[src/rtl/xsw_debounce.sv]
// Slide-switch input stage: two-flop synchronizer, per-bit debounce, change flags
// with W1C clear, interrupt mask, and a 4-register CPU read/write window.
module xsw_debounce #(
  parameter int DATA_W     = 32,
  parameter int SW_W       = 8,
  parameter int DEB_CYCLES = 4,
  parameter int CNT_W      = 16
) (
  input  logic              clk,
  input  logic              rst,
  input  logic [SW_W-1:0]   sw_in,
  input  logic              sel,
  input  logic              we,
  input  logic [1:0]        addr,
  input  logic [DATA_W-1:0] data_in,
  output logic [DATA_W-1:0] data_out,
  output logic              irq
);

  localparam logic [CNT_W-1:0] CNT_LAST = CNT_W'(DEB_CYCLES - 1);
  localparam logic [CNT_W-1:0] CNT_ONE  = CNT_W'(1);

  typedef enum logic [1:0] {
    REG_STATE = 2'd0,
    REG_FLAGS = 2'd1,
    REG_MASK  = 2'd2,
    REG_NONE  = 2'd3
  } reg_e;

  logic [SW_W-1:0]  sync1;
  logic [SW_W-1:0]  sync2;
  logic [SW_W-1:0]  stable;
  logic [SW_W-1:0]  flag;
  logic [SW_W-1:0]  mask;
  logic [CNT_W-1:0] cnt [SW_W];

  logic [SW_W-1:0]  diff;
  logic [SW_W-1:0]  accept;
  logic [SW_W-1:0]  clear;
  logic             wr_mask;
  logic             unused_data;

  // Only the low SW_W data bits are writable; the rest are deliberately ignored.
  assign unused_data = ^{1'b0, data_in};

  assign diff    = sync2 ^ stable;
  assign wr_mask = sel && we && (addr == REG_MASK);

  always_comb begin
    // NOTE: every combinational output gets a default first so no path can infer a latch.
    accept = '0;
    clear  = '0;
    for (int i = 0; i < SW_W; i++) begin
      accept[i] = diff[i] && (cnt[i] == CNT_LAST);
    end
    if (sel && we && (addr == REG_FLAGS)) begin
      clear = data_in[SW_W-1:0];
    end
  end

  always_ff @(posedge clk) begin
    // NOTE: state uses non-blocking assignments so every flop samples pre-edge values.
    if (rst) begin
      sync1  <= '0;
      sync2  <= '0;
      stable <= '0;
      flag   <= '0;
      mask   <= '0;
      irq    <= 1'b0;
      // NOTE: the counter array is reset explicitly; a mid-debounce reset must discard counts.
      for (int i = 0; i < SW_W; i++) begin
        cnt[i] <= '0;
      end
    end else begin
      sync1 <= sw_in;
      sync2 <= sync1;
      for (int i = 0; i < SW_W; i++) begin
        if (!diff[i] || accept[i]) begin
          cnt[i] <= '0;
        end else begin
          cnt[i] <= cnt[i] + CNT_ONE;
        end
      end
      // An accepted bit always differs from stable, so toggling it adopts sync2.
      stable <= stable ^ accept;
      // Set has priority over a same-cycle W1C clear.
      flag   <= (flag & ~clear) | accept;
      if (wr_mask) begin
        mask <= data_in[SW_W-1:0];
      end
      irq <= |(flag & mask);
    end
  end

  always_comb begin
    data_out = '0;
    if (sel) begin
      unique case (reg_e'(addr))
        REG_STATE: data_out[SW_W-1:0] = stable;
        REG_FLAGS: data_out[SW_W-1:0] = flag;
        REG_MASK:  data_out[SW_W-1:0] = mask;
        default:   data_out = '0;
      endcase
    end
  end

endmodule

[config.mk]
export PLATFORM = sky130hd
export DESIGN_NAME = xsw_debounce
export DESIGN_NICKNAME = d
export VERILOG_FILES = /design/src/rtl/xsw_debounce.sv
export SDC_FILE = /design/constraint.sdc
export NUM_CORES = 1
export LEC_CHECK = 0
export CAP_MARGIN = 10
export CORE_MARGIN = 1
export CORE_UTILIZATION = 47
export CTS_BUF_LIST = sky130_fd_sc_hd__clkbuf_8
export CTS_CLUSTER_SIZE = 8
export DETAILED_ROUTE_END_ITERATION = 10
export HOLD_SLACK_MARGIN = 0.15
export PLACE_DENSITY = 0.75
export SLEW_MARGIN = 10
export SYNTH_ARGS = -nofsm -noshare
export SYNTH_HDL_FRONTEND = slang
export SYNTH_SLANG_ARGS = --single-unit
[constraint.sdc]
create_clock -name clk -period 4.02 [get_ports clk]
set_clock_uncertainty 0.15 [all_clocks]
set_input_delay 0.804 -clock clk [delete_from_list [all_inputs] [get_ports clk]]
set_output_delay 0.804 -clock clk [all_outputs]
set_load 0.005 [all_outputs]
==> results of run 1 <==
## layout make-up
type | instances | area, sq um | share of cell area, %
multi-input cells | 775 | 4280 | 42.9
clock inverters | 12 | 82.6 | 0.827
well taps | 229 | 287 | 2.87
repair buffers | 34 | 325 | 3.26
inverters | 18 | 67.6 | 0.677
flip-flops and latches | 169 | 4660 | 46.7
clock buffers | 20 | 275 | 2.76
## routing by layer
layer | GRT usage, % | wire [um] | up-vias
met5 | 0 | 0 | -
met4 | 7.33 | 310 | 0
li1 | - | - | 3214
met3 | 3.12 | 429 | 23
met1 | 21.6 | 7180 | 2928
met2 | 28.6 | 7380 | 90
## path summary, 6_finish.rpt
check                            from                       end  slack, ns  cells after the start
max                           addr[1]               data_out[5]       0.22                      6
min               sync1[1]$_SDFF_PP0_       sync2[1]$_SDFF_PP0_       0.29                      1
max reg2reg  cnt[0][16]$_SDFFCE_PN0P_  cnt[0][26]$_SDFFCE_PN0P_       1.72                      5
min reg2reg       sync1[1]$_SDFF_PP0_       sync2[1]$_SDFF_PP0_       0.29                      1
## cell usage in the layout (no fill, tap or decap), drive strengths merged, types with 2 or more instances in the layout
cell type and n:
nor3b 2, buf 5, nor2 148, inv 22
clkinv 7, o31ai 11, or4 3, clkdlybuf4s50 29
and4 4, and2 9, ha 8, nand3 40
nor4 45, dfxtp 41, nor4b 7, and4b 2
nor2b 17, nor3 34, conb 152, xnor2 90
o21ai 9, a21oi 14, or3 2, and3 10
a22oi 4, mux2i 16, xor2 24, edfxtp 128
clkbuf 20, nand3b 8, nand2 72, nand4 39
## logic make-up (layout without fill, tap and decap cells)
logic type | Yosys count | count (layout) | synth area share [%]
simple gates | 444 | 444 | 25.1
flops | 169 | 169 | 53.3
xor+xnor | 114 | 114 | 11.4
buf+inv | 69 | 84 | 4.19
compound gates | 41 | 41 | 2.90
mux | 16 | 16 | 1.83
fa+ha+maj | 8 | 8 | 1.14
other cells | 2 | 152 | 0.0859
## registers in the layout, summed over array words and instances (netlist names), named ones only
register,flops
cnt,128
flag,8
irq,1
sync2,8
sync1,8
mask,8
## metrics by stage
stage	instance area [sq um]	power [mW]	cells	util (%)
after CTS	9980	3.32	1257	55.2
after detailed placement	9620	2.23	1225	53.2
final	9980	3.28	1257	55.2
after global placement	9620	2.22	1225	53.2
after floorplan	9310	2.18	1013	-
after global routing	9980	3.42	1257	55.2
## critical path, delay by kind of cell
family | cells | cell delay (ns)
AOI/OAI and AO/OA | 1 | 0.08
and+or+nand+nor | 3 | 0.85
buffers and inverters | 2 | 1.10
## report_power, final
part / switching, mW / total (mW) / internal, mW
sequential: 0.0722 / 2.01 / 1.94
clock: 0.566 / 1.09 / 0.525
combinational: 0.101 / 0.181 / 0.0798
==> results, run 1 <==
- The final layout net count is 1069.
- The number of post-CTS setup repair buffers is 0.
- Row generation in the floorplan step produced 49 rows.
- Setup violations remaining at the end of the flow were counted as 0.
- The class of the most critical setup path is in -> out.
- The post-detailed-route via-to-cell ratio is between 4 and 5.
- The detailed router finished its first iteration with 338 violations.
- The post-route worst hold slack is ~0.29 ns.
- For the final routed database, the setup TNS stands at 0 ns.
- The data arrival at the endpoint of the critical path is 2.85 ns.
- The sum of overflow across all layers after global routing is 0.
- The I/O pin count is 79.
- The category of the worst setup path launch point is a primary input.
- For this run, the register share of the synthesized area comes to between 50% and 60%.
- The post-detailed-placement half-perimeter wirelength is 11.4 mm.
- The areal power density over the cells is ~330 mW/mm^2.
- Clock tree synthesis inserted a total of 17 buffers.
- The deepest clock path buffer count is 2.
- The core region is 0.0181 sq mm.
- The number of cells upsized or downsized after cts is 0.
- After synthesis the netlist holds a flip-flop and latch count of approximately 170.
- The data required time of the critical path is about 3.1 ns.
- The routed layout has 6255 vias.
- The leading cell type by number of instances after synthesis is sky130_fd_sc_hd__nor2_1.
- The number of global-route vias before repair is slightly below 6000.
- From synthesis to final layout, the design area changed by 14.1%.
- The max-slew headroom at the worst pin is 53.4%.
- The most frequent cell on the critical path is sky130_fd_sc_hd__clkdlybuf4s50_1.
- The flow ran to the end, but the final reports show violations.
- At the placement stage, the worst setup path has a slack of 0.267 ns.
- For this design the static power due to leakage is 3.43 nW.
- The minimum clock period is 3.80 ns.
- By area the synthesized netlist is led by sky130_fd_sc_hd__edfxtp_1 (44%), sky130_fd_sc_hd__dfxtp_1 (9.4%), sky130_fd_sc_hd__xnor2_1 (9.0%).
- In this run, synthesis inferred roughly 130 flip-flops with an integrated enable.
- The count of synthesis-stage warnings from yosys is 0.
- Of the post-synthesis cell area, the dominant cell type holds 43.9%.
- At the pin with the least slew margin, the transition time is between 0.6 and 0.7 ns.
- The capturing element type of the critical path is an output pin.
- The min-delay analysis places its worst path in the category reg -> reg.
- The mapped netlist covers 0.00875 sq mm.
- The first global-routing pass estimated 26.5 mm of wire.
- The CTS tree is yes.
- The maximum number of pins on one net before global-route repair is 42.
- The number of port buffers is 30.
- For this run, design rule violations remaining after detail routing come to 8.
- The tool flagged a number of max-cap violations equal to 0.
- The final max-slew violation count was 0.
- The overall routed net length is 15.3 mm.
- The floorplan step defined a die boundary enclosing 0.0192 sq mm.
- Of all flip-flops after synthesis, the portion carrying an async set or reset was 0%.
- The number of iterations in the first detailed-routing pass is 8.
- In this run the worst path has a maximum fanout of 8.
- From left edge to right edge, the die measures roughly 140 um.
- The antenna diode count is 0.
- In this run the clock root is driven by a sky130_fd_sc_hd__clkbuf_8.
- The worst path meets setup with ~0.22 ns of slack.
- The worst-case vdd ir drop is about 0.00019 V.
- The layout cell share with drive strength beyond 1 is 3.50%.
- The final hold violation count is 0.
- The clock network latency to the later pin of the worst-skew pair is 0.44 ns.
- In the synthesized netlist, the cells that appear most often are sky130_fd_sc_hd__nor2_1 (148), sky130_fd_sc_hd__edfxtp_1 (128), sky130_fd_sc_hd__xnor2_1 (90).
- The initial core utilization is 48.4%.
- The initial antenna violation count is 0.
- The signal on the critical path passes through clkdlybuf4s50_1 -> nor2b_1 -> nand2_1 -> o21ai_0 -> and2_1 -> clkdlybuf4s50_1.
- Global routing consumed, over all layers together, 17.0% of the routing resources.
- In this run, post-CTS hold repair placed 0 buffers.
- Timing would allow up to 263 MHz.
- The largest single stage delay on the critical path is 0.58 ns.
- The average wire per cell in the routed design is around 12 um.
- The fill cell instance count of the final layout is 1606.
- The number of cells produced by synthesis is approximately 860.
- The placer congestion estimate is approximately 0.8.
- The slowest stage of the critical path is the sky130_fd_sc_hd__clkdlybuf4s50_1 cell.
- Setup repair after global routing left no endpoint under its margin.
- The checks that failed: design-rule violations.
- The vertical die dimension is 138 um.
- The final period utilization is 94.6%.
- The average size of a mapped cell is 10.1 sq um.
- The clock slew at the register clock pins of the worst setup and hold paths is 0.08 ns.
- The largest area contributor in the synthesized netlist is sky130_fd_sc_hd__edfxtp_1.
- The maximum level of the CTS H-tree is 4.
- The top flip-flop cell by instance count after synthesis is sky130_fd_sc_hd__edfxtp_1.
- The unique cell type count in the Yosys netlist is 39.
- The residual antenna-violating net count after detailed routing is 0.
- The clock sink total is 169.
Power figures use the tool's default switching activity.
==> run 2: changes to the inputs <==
clock period = 3.7 ns   (was 4.02 ns; I/O delays follow)
==> run 2 against run 1 <==
  * Via count about the same
  * Critical path type unchanged
  * Utilization up 0.11 points
  * Clock-buffer cell count fell by 3
  * Global-route usage fell by 0.16 points
  * Combinational power rose by 9%
  * Final cell count increased by 0.16%
  * First-iteration DRC count is 4.7% higher
  * Wire length increased by 0.67%
  * Largest power group unchanged
  * The run still ends with design-rule violations left
  * Final area increased by 0.20%
==> results, run 2 (synthesis gave the netlist of run 1 again) <==
- The run finished, with violations left.
- The initial antenna violation count came to 0 (unchanged).
- The endpoint of the worst-slack reg-to-reg timing path is cnt[0][26]$_SDFFCE_PN0P_.
- The reported max-cap violation count is 0 (unchanged).
- The top register by number of flip-flops is cnt.
- The post-detailed-route DRC marker count came to 8 (unchanged).
- Setup repair after global routing left no endpoint under its margin.
- The residual antenna-violating net count after detailed routing was 0 (unchanged).
- The number of DRC markers after the initial detailed-route iteration was 354 (+4.7%).
- The number of buffers inserted during clock tree synthesis was 17 (unchanged).
- The core region area was 0.0181 sq mm (unchanged).
- The final max-slew violation count came to 0 (unchanged).
- The deepest clock path buffer count was 2 (unchanged).
- The clock sink total is 169 (unchanged).
- The maximum fanout along the worst path was 7 (-1).
- The max-slew headroom at the worst pin is 58.4% (+5.0 points).
- The flip-flop count of the largest register, all copies and words added came to 128 (unchanged).
- The number of iterations in the first detailed-routing pass is 7 (-1).
- The final setup TNS is 0 ns (unchanged).
- The sum of overflow across all layers after global routing is 0 (unchanged).
- The clock network latency to the later pin of the worst-skew pair is 0.45 ns (about the same).
- Leaving out fill and tap cells, the most frequent cell in the layout is sky130_fd_sc_hd__conb_1.
- The wire length of the first global-routing pass is 26.0 mm (-1.6%).
- The depth of the most critical reg-to-reg path came to 5 (unchanged).
- Derived from the worst setup path, the maximum achievable clock frequency is 295 MHz.
- The antenna diode count came to 0 (unchanged).
- The full die area is 0.0192 sq mm (unchanged).
- The average wire per cell in the routed design came to 12.2 um (+0.51%).
- The CTS tree is yes.
- The setup slack of the worst register-to-register path is 1.37 ns (-0.35 ns).
- The final critical path takes up 91.7% of the cycle.
- The worst-case vdd ir drop came to 0.000224 V (+16%).
- The post-detailed-route via-to-cell ratio is 4.96 (-0.25%).
- In the layout the commonest cells are sky130_fd_sc_hd__conb_1 (152), sky130_fd_sc_hd__nor2_1 (148), sky130_fd_sc_hd__edfxtp_1 (128).
- The launching point of the worst reg2reg path is cnt[0][16]$_SDFFCE_PN0P_.
- The placer congestion estimate was 0.805 (-2.0%).
- The number of global-route vias before repair is 5724 (-2.2%).
- The minimum clock period is between 3 and 4 ns.
- The layout cell share with drive strength beyond 1 is 3.69% (+0.19 points).
- The fill cell instance count of the final layout was 1641 (+2.2%).
- The cell row count came to 49 (unchanged).
- The data arrival at the endpoint of the critical path is 2.50 ns (-0.35 ns).
- The worst setup path is captured at an output pin.
- The clock slew at the register clock pins of the worst setup and hold paths is 0.08 ns (about the same).
- The post-route worst hold slack is 0.291 ns (+0.00286 ns).
- The post-detailed-placement half-perimeter wirelength came to 11.4 mm (+0.39%).
- The maximum number of pins on one net before global-route repair is 36 (-14%).
- The number of port buffers came to 30 (unchanged).
- The vertical die dimension is 138 um (unchanged).
- The depth of the worst hold-timing path came to 1 (unchanged).
- The layout overhead on the synthesized area is 14.3%.
- The clock root buffer is sky130_fd_sc_hd__clkbuf_8.
- The total of endpoints with negative setup slack in the final report was 0 (unchanged).
- The overall routed net length is 15.4 mm (+0.67%).
- The launch instance of the worst min-delay path is sync1[4]$_SDFF_PP0_.
- The data required time of the critical path was 2.81 ns (-0.26 ns).
- The final reports fail on design-rule violations.
- The transition time of the tightest slew-check pin is 0.624 ns (-0.0744 ns).
- The maximum level of the CTS H-tree is 4 (unchanged).
- The initial core utilization was 48.4% (unchanged).
- The areal power density over the cells came to 359 mW/mm^2 (+9.2%).
- The I/O pin count is 79 (unchanged).
- The number of vias in the routed layout is 6249 (-0.096%).
- The final hold violation count was 0 (unchanged).
- The number of hold buffers added after CTS is 0 (unchanged).
- The hold-critical path endpoint is sync2[4]$_SDFF_PP0_.
- The number of cells upsized or downsized after cts is 0 (unchanged).
- The category of the worst setup path launch point is a primary input.
- Tracing the worst setup path back leads to its startpoint at addr[1].
- The width of the die is 138 um (unchanged).
- The type of the most critical hold path is reg -> reg.
- The final layout net count is 1071 (+0.19%).
- The class of the most critical setup path is in -> out.
- The non-filler instance count after layout came to 1259 (+0.16%).
- The number of post-CTS setup repair buffers is 0 (unchanged).
- The total instance count after detailed placement is 1227 (+0.16%).
- The static power due to leakage was 3.41 nW (-0.60%).
- The global-route usage over all layers came to 16.9% (-0.16 points).
[run 2: worst max-delay path: stages]
cell and delay, ns:
sky130_fd_sc_hd__clkdlybuf4s50_1 0.61, sky130_fd_sc_hd__buf_4 0.23, sky130_fd_sc_hd__mux2i_1 0.08, sky130_fd_sc_hd__o21ai_0 0.12, sky130_fd_sc_hd__and2_1 0.19, sky130_fd_sc_hd__clkdlybuf4s50_1 0.52
[run 2: power breakdown]
| part | switching [mW] | internal, mW | leakage, nW | total, mW |
|---|---|---|---|---|
| clock | 0.678 | 0.531 | 0.175 | 1.21 |
| sequential | 0.0786 | 2.11 | 1.65 | 2.19 |
| combinational | 0.110 | 0.0880 | 1.58 | 0.198 |
[run 2: how the worst max path moves through the flow]
stage,to,slack (ns),depth (start not counted)
2_1_floorplan,data_out[0],1.44,4
3_3_place_gp,data_out[7],0.31,6
3_5_place_dp,data_out[7],0.30,6
4_1_cts,data_out[7],0.30,6
5_1_grt,data_out[2],0.17,6
6_report,data_out[2],0.31,6
[run 2: through the flow]
stage / worst slack, ns / total power [mW] / util (%) / instance area (sq um)
after floorplan: 1.44 / 2.37 / - / 9310
after global placement: 0.312 / 2.42 / 53.3 / 9640
after detailed placement: 0.302 / 2.42 / 53.3 / 9640
after CTS: 0.296 / 3.64 / 55.3 / 10000
after global routing: 0.167 / 3.74 / 55.3 / 10000
final: 0.308 / 3.59 / 55.3 / 10000
[run 2: routing by layer]
metal  global-route usage [%]  share of wire [%]
met3                     3.22                2.7
met2                     27.6                 48
met1                     21.7                 47
met4                     7.98                2.5
met5                        0                  0
[run 2: layout make-up]
class / instances / area (sq um) / area share, %
clock inverters: 15 / 129 / 1.29
well taps: 229 / 287 / 2.87
repair buffers: 36 / 340 / 3.40
multi-input cells: 775 / 4280 / 42.8
clock buffers: 17 / 234 / 2.34
inverters: 18 / 67.6 / 0.676
flip-flops and latches: 169 / 4660 / 46.6
==> run 3: changes to the inputs <==
ABC_AREA = 1   (was default)
==> run 3 against run 2 <==
  * Combinational power is 30% higher
  * Non-clock buffer count is 4 lower
  * Sequential power hardly changed
  * Largest power group unchanged
  * Clock power is 13% higher
  * Wire length is 23% higher
  * First-iteration DRC count is 59% higher
  * Die area is 14% higher
  * Fmax is 0.68% higher
  * Register-to-register slack better by 0.49 ns
  * The run now ends clean
==> results, run 3 <==
- The post-route core utilization is 54.0% (-1.3 points).
- The initial antenna violation count is 1 (+1).
- The worst setup path startpoint is addr[1].
- The proportion of synthesized flip-flops having asynchronous set or reset is 0% (unchanged).
- The wire length of the first global-routing pass is 33.1 mm (+27%).
- The post-detailed-placement half-perimeter wirelength came to 14.3 mm (+25%).
- The maximum level of the CTS H-tree is 4 (unchanged).
- The final max-slew violation count is 0 (unchanged).
- The number of synthesized flops with an enable pin is 128 (unchanged).
- The cell row count is 53 (+8.2%).
- The minimum clock period is 3.37 ns (-0.0230 ns).
- The reported max-cap violation count was 0 (unchanged).
- The worst hold path begins at sync1[6]$_SDFF_PP0_.
- The global-route usage over all layers is 18.7% (+1.8 points).
- Setup repair after global routing left no endpoint under its margin.
- The number of hold buffers added after CTS was 0 (unchanged).
- The transition time of the tightest slew-check pin is 0.621 ns (-0.00331 ns).
- Ranked by total cell area, the synthesized netlist is headed by sky130_fd_sc_hd__edfxtp_1 (38%), sky130_fd_sc_hd__nand2_1 (11%), sky130_fd_sc_hd__nor2_1 (9.7%).
- The number of port buffers is 30 (unchanged).
- The final layout net count is 1492 (+39%).
- The average wire per cell in the routed design is 11.0 um (-10%).
- The width of the die came to 148 um (+6.9%).
- The number of DRC markers after the initial detailed-route iteration is 563 (+59%).
- The deepest clock path buffer count was 2 (unchanged).
- The number of cells upsized or downsized after cts was 0 (unchanged).
- The data arrival at the endpoint of the critical path is 2.48 ns (-0.02 ns).
- The clock sink total was 169 (unchanged).
- The largest area contributor in the synthesized netlist is sky130_fd_sc_hd__edfxtp_1.
- The run finished with clean final reports.
- The final setup TNS is 0 ns (unchanged).
- The initial core utilization came to 47.8% (-0.59 points).
- The top register by number of flip-flops is cnt.
- The number of post-CTS setup repair buffers was 0 (unchanged).
- The area share of the largest cell type after synthesis is 38.4% (-5.5 points).
- The worst-case setup margin in the final layout is 0.331 ns (+0.0230 ns).
- The category of the worst setup path launch point is a primary input.
- The library cell used most frequently in the layout, excluding fill and tap cells, is sky130_fd_sc_hd__nand2_1.
- The residual antenna-violating net count after detailed routing is 0 (unchanged).
- The antenna diode count is 0 (unchanged).
- The core region area is 0.0210 sq mm (+16%).
- Ranked by instance count, the synthesized netlist is headed by sky130_fd_sc_hd__nand2_1 (296), sky130_fd_sc_hd__nor2_1 (258), sky130_fd_sc_hd__inv_1 (153).
- The maximum number of pins on one net before global-route repair was 32 (-11%).
- The max-slew headroom at the worst pin is 58.4% (+0.068 points).
- The sum of overflow across all layers after global routing is 0 (unchanged).
- For this run, the leading register cell type out of synthesis is sky130_fd_sc_hd__edfxtp_1.
- The flip-flop count of the largest register, all copies and words added was 128 (unchanged).
- The layout cell share with drive strength beyond 1 was 6.27% (+2.6 points).
- The worst setup timing slack at the placement stage is 0.325 ns (+0.0225 ns).
- The count of synthesis-stage warnings from yosys is 0 (unchanged).
- The post-detailed-route DRC marker count is 0 (-8).
- The signal on the critical path passes through clkdlybuf4s50_1 -> nand2_1 -> inv_1 -> nand2_1 -> nand3_1 -> nand2_1 -> inv_1 -> clkdlybuf4s50_1.
- In the layout the commonest cells are sky130_fd_sc_hd__nand2_1 (296), sky130_fd_sc_hd__nor2_1 (258), sky130_fd_sc_hd__inv_1 (155).
- The I/O pin count is 79 (unchanged).
- The highest achievable clock rate is 297 MHz (+0.68%).
- The areal power density over the cells is 337 mW/mm^2 (-6.3%).
- The final period utilization is 91.0% (-0.62 points).
- The worst setup path is captured at an output pin.
- The type of the most critical hold path is reg -> reg.
- The number of global-route vias before repair is 7578 (+32%).
- The buffers plus inverters on the worst setup path came to 4 (+1).
- The cell family contributing the most delay on the critical path is buffers and inverters.
- The clock slew at the register clock pins of the worst setup and hold paths is 0.08 ns (about the same).
- The unique cell type count in the Yosys netlist is 36 (-7.7%).
- Compared with the post-synthesis result, the final layout area differs by 13.0%.
- The clock network latency to the later pin of the worst-skew pair is 0.46 ns (about the same).
- In this design, the critical path's most frequently occurring cell is sky130_fd_sc_hd__nand2_1.
- The number of iterations in the first detailed-routing pass came to 6 (-1).
- The data required time of the critical path came to 2.81 ns (about the same).
- The maximum fanout along the worst path was 5 (-2).
- The placer congestion estimate is 0.892 (+11%).
- The number of synthesized register bits is 169 (unchanged).
- The total of endpoints with negative setup slack in the final report came to 0 (unchanged).
- The cell area after synthesis is 0.0100 sq mm (+14%).
- The post-detailed-route via-to-cell ratio came to 4.67 (-5.8%).
- The largest incremental delay on the critical path is 0.53 ns (-0.08 ns).
- The number of cells produced by synthesis came to 1276 (+48%).
- The average size of a mapped cell is 7.85 sq um (-23%).
- The worst setup path is of the in -> out kind.
- The non-filler instance count after layout is 1726 (+37%).
- The number of buffers inserted during clock tree synthesis came to 17 (unchanged).
- The total instance count after detailed placement is 1694 (+38%).
- sky130_fd_sc_hd__nand2_1 is the most common cell in the netlist.
- The sequential fraction of the synthesis area is 46.6% (-6.7 points).
- The number of vias in the routed layout is 8069 (+29%).
- The fill cell instance count of the final layout is 1975 (+20%).
- The final hold violation count is 0 (unchanged).
- The overall routed net length was 19.0 mm (+23%).
- The CTS tree is yes.
- The clock root buffer is sky130_fd_sc_hd__clkbuf_8.
- The vertical die dimension is 148 um (+6.9%).
- In this run the critical register-to-register path is launched from cnt[1][32]$_SDFFCE_PP0P_.
- The static power due to leakage is 4.67 nW (+37%).
- The worst-case vdd ir drop is 0.000265 V (+18%).
- The full die area is 0.0219 sq mm (+14%).
- The largest individual stage delay along the critical path comes from the cell sky130_fd_sc_hd__clkdlybuf4s50_1.
run 3: cell types whose count changed after synthesis, sizes merged, moves of 16 or more:
cell | previous run | this run
a21oi | 14 | 67
inv | 18 | 154
mux2i | 16 | 0
nand2 | 72 | 304
nand3 | 40 | 110
nor2 | 148 | 294
nor2b | 17 | 0
nor3 | 34 | 0
nor4 | 45 | 0
xnor2 | 90 | 15
run 3: per-layer routing:
| layer | vias to the layer above | part of all wire [%] | GRT usage, % |
|---|---|---|---|
| li1 | 4264 | - | - |
| met1 | 3637 | 47 | 23.7 |
| met2 | 147 | 48 | 32.2 |
| met3 | 19 | 3.8 | 3.58 |
| met4 | 2 | 1.3 | 5.46 |
| met5 | - | 0.069 | 0 |
run 3: logic make-up (layout without fill, tap and decap cells):
logic type,after synthesis,count (layout),share of synthesized area [%]
and+or+nand+nor,752,752,32.7
buffers and inverters,193,218,9.17
DFF,169,169,46.6
AOI/OAI and AO/OA,100,100,5.89
xor gates and xnor gates,52,52,4.55
adders and majority gates,8,8,1.00
other,2,152,0.0750
run 3: worst min-delay path: cells and delay by family, from the launching register on:
kind                   cells  cell delay (ns)
buffers and inverters      1             0.04
DFF                        1             0.30
and+or+nand+nor            1             0.03
run 3: final timing paths:
| path | endpoint | slack (ns) | cells after the start |
|---|---|---|---|
| worst max-delay path | data_out[3] | 0.33 | 8 |
| worst min-delay path | sync2[6]$_SDFF_PP0_ | 0.25 | 2 |
| worst max register to register | cnt[1][39]$_SDFFCE_PP0P_ | 1.86 | 6 |
| worst min register to register | sync2[6]$_SDFF_PP0_ | 0.25 | 2 |
run 3: layout make-up:
| cell class | count | area [sq um] | share of cell area (%) |
|---|---|---|---|
| well taps | 275 | 344 | 3.04 |
| multi-input cells | 1064 | 4990 | 44.1 |
| clock inverters | 11 | 128 | 1.13 |
| repair buffers | 32 | 315 | 2.79 |
| clock buffers | 21 | 289 | 2.55 |
| inverters | 154 | 583 | 5.15 |
| flip-flops and latches | 169 | 4660 | 41.2 |
run 3: metrics by stage:
stage	power, mW	cell area [sq um]	hold slack, ns
2_1_floorplan	2.42	10600	0.238
3_3_place_gp	2.47	10900	0.241
3_5_place_dp	2.47	10900	0.245
4_1_cts	3.85	11300	0.254
5_1_grt	3.98	11300	0.282
6_report	3.81	11300	0.254
run 3: report_power, final:
| group | internal (mW) | switching, mW | leakage [nW] |
|---|---|---|---|
| registers | 2.11 | 0.0711 | 1.66 |
| logic | 0.0911 | 0.166 | 2.79 |
| clock network | 0.727 | 0.647 | 0.219 |
